<file path="src/rtl/dmem_dma_copy.sv">
// dmem_dma_copy: word-by-word block copy engine on the shared data-memory port.
// Each word takes one READ cycle (capture into buf) and one WRITE cycle; any
// cycle without grant simply repeats the current step. mem_we is gated by clrn
// so that a reset cycle can never commit a write.
module dmem_dma_copy #(
  parameter int LEN_W = 6
) (
  input  logic             clock,
  input  logic             clrn,
  input  logic             start,
  input  logic [31:0]      src,
  input  logic [31:0]      dst,
  input  logic [LEN_W-1:0] len,
  output logic             busy,
  output logic             done,
  output logic             bus_req,
  input  logic             bus_gnt,
  output logic [31:0]      mem_addr,
  output logic [31:0]      mem_datain,
  output logic             mem_we,
  input  logic [31:0]      mem_dataout
);

  typedef enum logic [1:0] {
    S_IDLE  = 2'd0,
    S_READ  = 2'd1,
    S_WRITE = 2'd2,
    S_DONE  = 2'd3
  } state_t;

  localparam logic [LEN_W-1:0] CNT_ZERO = {LEN_W{1'b0}};
  localparam logic [LEN_W-1:0] CNT_ONE  = {{(LEN_W-1){1'b0}}, 1'b1};

  state_t           state_q, state_d;
  logic [31:0]      src_ptr_q, src_ptr_d;
  logic [31:0]      dst_ptr_q, dst_ptr_d;
  logic [LEN_W-1:0] cnt_q, cnt_d;
  logic [31:0]      buf_q, buf_d;

  // State and datapath registers with synchronous active-low reset.
  always_ff @(posedge clock) begin
    if (!clrn) begin
      state_q   <= S_IDLE;
      src_ptr_q <= 32'd0;
      dst_ptr_q <= 32'd0;
      cnt_q     <= CNT_ZERO;
      buf_q     <= 32'd0;
    end else begin
      state_q   <= state_d;
      src_ptr_q <= src_ptr_d;
      dst_ptr_q <= dst_ptr_d;
      cnt_q     <= cnt_d;
      buf_q     <= buf_d;
    end
  end

  // Next-state and datapath update; every step only advances under grant.
  always_comb begin
    state_d   = state_q;
    src_ptr_d = src_ptr_q;
    dst_ptr_d = dst_ptr_q;
    cnt_d     = cnt_q;
    buf_d     = buf_q;
    case (state_q)
      S_IDLE: begin
        if (start) begin
          if (len != CNT_ZERO) begin
            src_ptr_d = {src[31:2], 2'b00};
            dst_ptr_d = {dst[31:2], 2'b00};
            cnt_d     = len;
            state_d   = S_READ;
          end else begin
            state_d = S_DONE;
          end
        end else begin
          state_d = S_IDLE;
        end
      end
      S_READ: begin
        if (bus_gnt) begin
          buf_d   = mem_dataout;
          state_d = S_WRITE;
        end else begin
          state_d = S_READ;
        end
      end
      S_WRITE: begin
        if (bus_gnt) begin
          src_ptr_d = src_ptr_q + 32'd4;
          dst_ptr_d = dst_ptr_q + 32'd4;
          cnt_d     = cnt_q - CNT_ONE;
          if (cnt_q == CNT_ONE) begin
            state_d = S_DONE;
          end else begin
            state_d = S_READ;
          end
        end else begin
          state_d = S_WRITE;
        end
      end
      S_DONE: begin
        state_d = S_IDLE;
      end
      default: begin
        state_d = S_IDLE;
      end
    endcase
  end

  // Output decode from the state register; mem_we additionally gated by grant and reset.
  always_comb begin
    busy       = 1'b0;
    done       = 1'b0;
    bus_req    = 1'b0;
    mem_addr   = 32'd0;
    mem_datain = 32'd0;
    mem_we     = 1'b0;
    case (state_q)
      S_IDLE: begin
        busy = 1'b0;
      end
      S_READ: begin
        busy     = 1'b1;
        bus_req  = 1'b1;
        mem_addr = src_ptr_q;
      end
      S_WRITE: begin
        busy       = 1'b1;
        bus_req    = 1'b1;
        mem_addr   = dst_ptr_q;
        mem_datain = buf_q;
        mem_we     = bus_gnt & clrn;
      end
      S_DONE: begin
        done = 1'b1;
      end
      default: begin
        busy = 1'b0;
      end
    endcase
  end

endmodule
</file>
<file path="config.mk">
export PLATFORM = sky130hd
export DESIGN_NAME = dmem_dma_copy
export DESIGN_NICKNAME = d
export VERILOG_FILES = /design/src/rtl/dmem_dma_copy.sv
export SDC_FILE = /design/constraint.sdc
export NUM_CORES = 1
export LEC_CHECK = 0
export CAP_MARGIN = 40
export CORE_ASPECT_RATIO = 1.75
export CORE_MARGIN = 2
export CORE_UTILIZATION = 50
export CTS_BUF_LIST = sky130_fd_sc_hd__clkbuf_8
export CTS_CLUSTER_SIZE = 20
export DETAILED_ROUTE_END_ITERATION = 8
export GPL_ROUTABILITY_DRIVEN = 1
export PLACE_DENSITY = 0.81
export SLEW_MARGIN = 20
export SYNTH_ARGS = -nofsm -noshare
export SYNTH_HDL_FRONTEND = slang
export SYNTH_SLANG_ARGS = --single-unit
</file>
<file path="constraint.sdc">
create_clock -name clock -period 3.2 [get_ports clock]
set_clock_uncertainty 0.15 [all_clocks]
set_input_delay 0.32 -clock clock [delete_from_list [all_inputs] [get_ports clock]]
set_output_delay 0.32 -clock clock [all_outputs]
set_load 0.03 [all_outputs]
</file>
Word-level counts from Yosys, hierarchy flattened
Cells that the tools add are included.
W data, S select, Z words.
Storage, ports and cells
  bits in registers: 104
  input port bits: 106
  output and inout port bits: 68
  word-level logic and storage cells: 45
Cells by class
  add/subtract/negate cells: 3
  equal/unequal tests: 7
  mux-type cells: 23
  bitwise logic cells: 1
  reductions and logical operators: 6
Operator list (number)
  $mux W32: 7
  $pmux W32 S2: 3
  $add A32 B3 Y32 const B: 2
  $mux W6: 3
  $pmux W6 S2: 1
  $mux W2: 5
  $pmux W2 S4: 1
  $eq A6 B1 Y1 const B: 1
  $ne A2 B2 Y1 const B: 3
  $reduce_bool A6 Y1: 1
  $sub A6 B1 Y6 const B: 1
  $eq A2 B2 Y1 const B: 2
  $reduce_and A4 Y1: 1
  $mux W1: 3
  $eq A2 B1 Y1 const B: 1
  $logic_not A2 Y1: 1
  $reduce_and A2 Y1: 1
  $reduce_bool A2 Y1: 1
  $reduce_or A2 Y1: 1
  $and A1 B1 Y1: 1

Longest topological paths before layout
Gate-level depths: netlist of run 1.
  depth in word-level cells: 4
  gate-level depth with buffers: 10
  mapped depth without buffers: 7

Least setup slack after synthesis of run 1
No wires, ideal clock.
  path kind: register to output
  start point: register state_q[0]
  end point: output port mem_we
  data arrival time: 2044 ps
  required time: 2730 ps
  slack: 686 ps
  cell stages (with the launch flop): 8
  path buffers: 4
  cell sequence: dfxtp_1 inv_1 ha_1 clkbuf_1 clkbuf_1 clkbuf_1 clkbuf_1 and3_1
Between the ends
  longest elaborated chain between the ends: 2
Ends and longest elaborated chain
  start, declared: RTL line 34  | state_t state_q, state_d;
  start signal, assigned: RTL line 49  | state_q <= state_d;
  $eq A2 B2 Y1: RTL line 118  | case (state_q)
  $mux W1: RTL line 118
  end, declared: RTL line 20  | output logic mem_we,
Every way passes these cells.

Final worst setup path of run 1
  start point: register state_q[0]
  end point: output port mem_addr[21]
Between the ends
  longest elaborated chain between the ends: 2
  elaborated cells on any way between the ends: 3
  those cells by class: 2 x eq/ne; 1 x mux
Ends and longest elaborated chain
  $eq A2 B2 Y1 / $eq A2 B1 Y1 (equally long branches): RTL line 118
  $pmux W32 S2 (*): RTL line 118
  end, declared: RTL line 18  | output logic [31:0] mem_addr,
Every way passes the cells marked *; elsewhere a longest branch is shown, timed or not.

==> flow_metrics.env, run 1 <==
export IMPL_crit_fanout=112
export IMPL_grt_overflow_total=0
export IMPL_yosys_area_top_type_share=0.319
export IMPL_routed_via_density=6.03
export IMPL_timing_hold_violations_final=0
export IMPL_dp_final_hpwl_mm=13.8
export IMPL_die_area_mm2=0.0135
export IMPL_dp_cells=1133
export IMPL_cts_inserted_buffers=9
export IMPL_clockBufferDepth=2
export IMPL_rsz0062_at_grt="false"
export IMPL_routedWlPerCell_um=17.2
export IMPL_cts_root_buf="sky130_fd_sc_hd__clkbuf_8"
export IMPL_yosys_top_cells_count="sky130_fd_sc_hd__nand2_1 (120), sky130_fd_sc_hd__dfxtp_1 (100), sky130_fd_sc_hd__a21oi_1 (92)"
export IMPL_die_h_um=152
export IMPL_grt_max_degree=113
export IMPL_critical_path_startpoint_type="flip-flop"
export IMPL_tns_ns=0
export IMPL_htreeDepth=3
export IMPL_floorplan_rows=54
export IMPL_relSlewSlack=0.458
export IMPL_power_static_leakage_nw=2.74
export IMPL_final_min_clock_period_ns=3.00
export IMPL_maxCapViolCount=0
export IMPL_tritoncts_clock_tree="yes"
export IMPL_stdcell_area_mm2=0.00822
export IMPL_nNetsFinal=1092
export IMPL_start_util=0.508
export IMPL_synth_async_sr_flop_share=0
export IMPL_utilization=0.664
export IMPL_synth_edf_count=0
export IMPL_port_buf_inserts=167
export IMPL_n_fill_cell=1112
export IMPL_grt_usage=0.295
export IMPL_i_o_pin_cnt=174
export IMPL_required_ns=2.73
export IMPL_first_pass_iters=6
export IMPL_holdBufCountCts=0
export IMPL_path_class="reg2out"
export IMPL_dr_total_vias=6930
export IMPL_detailedPlace_worstSlack_ns=0.259
export IMPL_fin_cells=1149
export IMPL_setup_violations=0
export IMPL_die_w_um=88.7
export IMPL_postRouteAntennaNets=0
export IMPL_post_cts_buffers=0
export IMPL_worst_skew_pair_late_latency_ns=0.38
export IMPL_antenna_cells=0
export IMPL_cts_resized=0
export IMPL_core_area_mm2=0.0124
export IMPL_worst_ir_drop_vdd_mv=0.213
export IMPL_syn_inst=857
export IMPL_clk_transition_reported_paths_ns=0.10
export IMPL_dominant_cells_by_area_after_synthesis="sky130_fd_sc_hd__dfxtp_1 (32%), sky130_fd_sc_hd__a21oi_1 (7.3%), sky130_fd_sc_hd__nand2_1 (7.2%)"
export IMPL_holdWs_ns=0.303
export IMPL_synth_ff_latch_count=100
export IMPL_drive_gt1_frac=0.0571
export IMPL_achievable_frequency_mhz=333
export IMPL_drc=0
export IMPL_worst_slack_ns=0.197
export IMPL_max_slew_vio_count=0
export IMPL_netlist_area_mm2=0.00628
export IMPL_number_of_antenna_violations_at_the_first_check_in_global_routing=0
export IMPL_synth_largest_area_cell="sky130_fd_sc_hd__dfxtp_1"
export IMPL_run_status="finished clean"
export IMPL_detailed_place_area_mm2=0.00805
export IMPL_detail_route_iter0_violations=534
export IMPL_grt_first_pass_wirelength_mm=32.2
export IMPL_ys_types=65
export IMPL_yosys_warnings=0
export IMPL_pwr_density_cell_mw_per_mm2=333
export IMPL_tritoncts_num_sinks=100
export IMPL_report_power_total_mw=2.73
export IMPL_post_route_period_util=0.939
export IMPL_drt_wl_total_mm=19.7
export IMPL_most_frequent_cell_after_synthesis="sky130_fd_sc_hd__nand2_1"
export IMPL_mapped_avg_cell_area_um2=7.32
export IMPL_setup_worst_path_end_class="output port"
export IMPL_worstMarginPinSlew_ns=0.807
export IMPL_dominantRegCellSynth="sky130_fd_sc_hd__dfxtp_1"
export IMPL_place_congestion=0.899
export IMPL_yosysSeqAreaShare=0.319
export IMPL_worst_hold_path_type="reg2reg"
export IMPL_area_growth_syn_to_layout_pct=30.9
export IMPL_cp_arrival_ns=2.53
export IMPL_first_global_vias=6705
-- flip-flops by register name, summed over array words and instances, names as in the netlist --
name       cells
state_q        2
src_ptr_q     30
dst_ptr_q     30
buf_q         32
cnt_q          6
-- routing by layer --
metal,share of wire,track usage
met5,0,0
met2,0.50,0.485
met4,0.049,0.167
met1,0.38,0.352
met3,0.073,0.0536
-- worst max-delay path: stages (launching register included) --
cell and delay, ns:
sky130_fd_sc_hd__dfxtp_1 0.35, sky130_fd_sc_hd__inv_1 0.15, sky130_fd_sc_hd__ha_4 0.18, sky130_fd_sc_hd__buf_12 0.37
sky130_fd_sc_hd__a22oi_1 0.22, sky130_fd_sc_hd__nor2b_1 0.15, sky130_fd_sc_hd__clkdlybuf4s50_1 0.70
-- final timing paths --
| path | startpoint | to | slack (ns) | cells after the start |
|---|---|---|---|---|
| setup reg to reg | state_q[0] | dst_ptr_q[17] | 0.44 | 6 |
| setup / recovery | state_q[0] | mem_addr[21] | 0.20 | 6 |
| hold / removal | buf_q[23] | buf_q[23] | 0.30 | 2 |
| hold reg to reg | buf_q[23] | buf_q[23] | 0.30 | 2 |
-- placed cells by master (no fill, tap or decap), drive strengths merged, types with 5 or more instances in the layout --
| master | instances |
|---|---|
| o21ai | 45 |
| a22oi | 32 |
| and3 | 11 |
| nand4 | 26 |
| a211oi | 9 |
| inv | 18 |
| o22ai | 11 |
| clkbuf | 9 |
| nand2 | 120 |
| a21oi | 92 |
| nand3 | 29 |
| and4 | 7 |
| o2bb2ai | 6 |
| nor2 | 43 |
| nor3 | 12 |
| dfxtp | 100 |
| a31oi | 12 |
| o31a | 5 |
| or3 | 12 |
| o211ai | 6 |
| nor2b | 38 |
| or4 | 6 |
| buf | 22 |
| o221a | 6 |
| clkdlybuf4s50 | 166 |
| nor4 | 16 |
| ha | 10 |
| and2 | 40 |
-- power breakdown --
| part | internal [mW] | leakage [nW] | switching, mW | total, mW |
|---|---|---|---|---|
| Sequential | 1.33 | 0.821 | 0.125 | 1.46 |
| Combinational | 0.278 | 1.82 | 0.271 | 0.549 |
| Clock | 0.274 | 0.0928 | 0.451 | 0.726 |
-- cell type report --
type,count,area [µm²],share of cell area
clock inverters,7,37.5,0.00457
well taps,168,210,0.0256
flip-flops and latches,100,2000,0.244
inverters,15,56.3,0.00685
multi-input cells,662,3910,0.476
clock buffers,9,124,0.0151
repair buffers,188,1880,0.228
-- cells by family after synthesis --
logic type      Yosys count  synth area share
buf+inv                  96            0.0626
simple gates            377             0.313
flops                   100             0.319
other cells               1          0.000598
fa+ha+maj                10            0.0199
mux                       7            0.0118
compound gates          266             0.273
Power figures use the tool's default switching activity.
==> run 2: changes to the inputs <==
- CAP_MARGIN: 40 -> 20
- CTS_CLUSTER_DIAMETER: unset -> 120
- SLEW_MARGIN: 20 -> 40
==> results of run 2 <==
The final DEF is identical to that of run 1; final timing and power are the same.
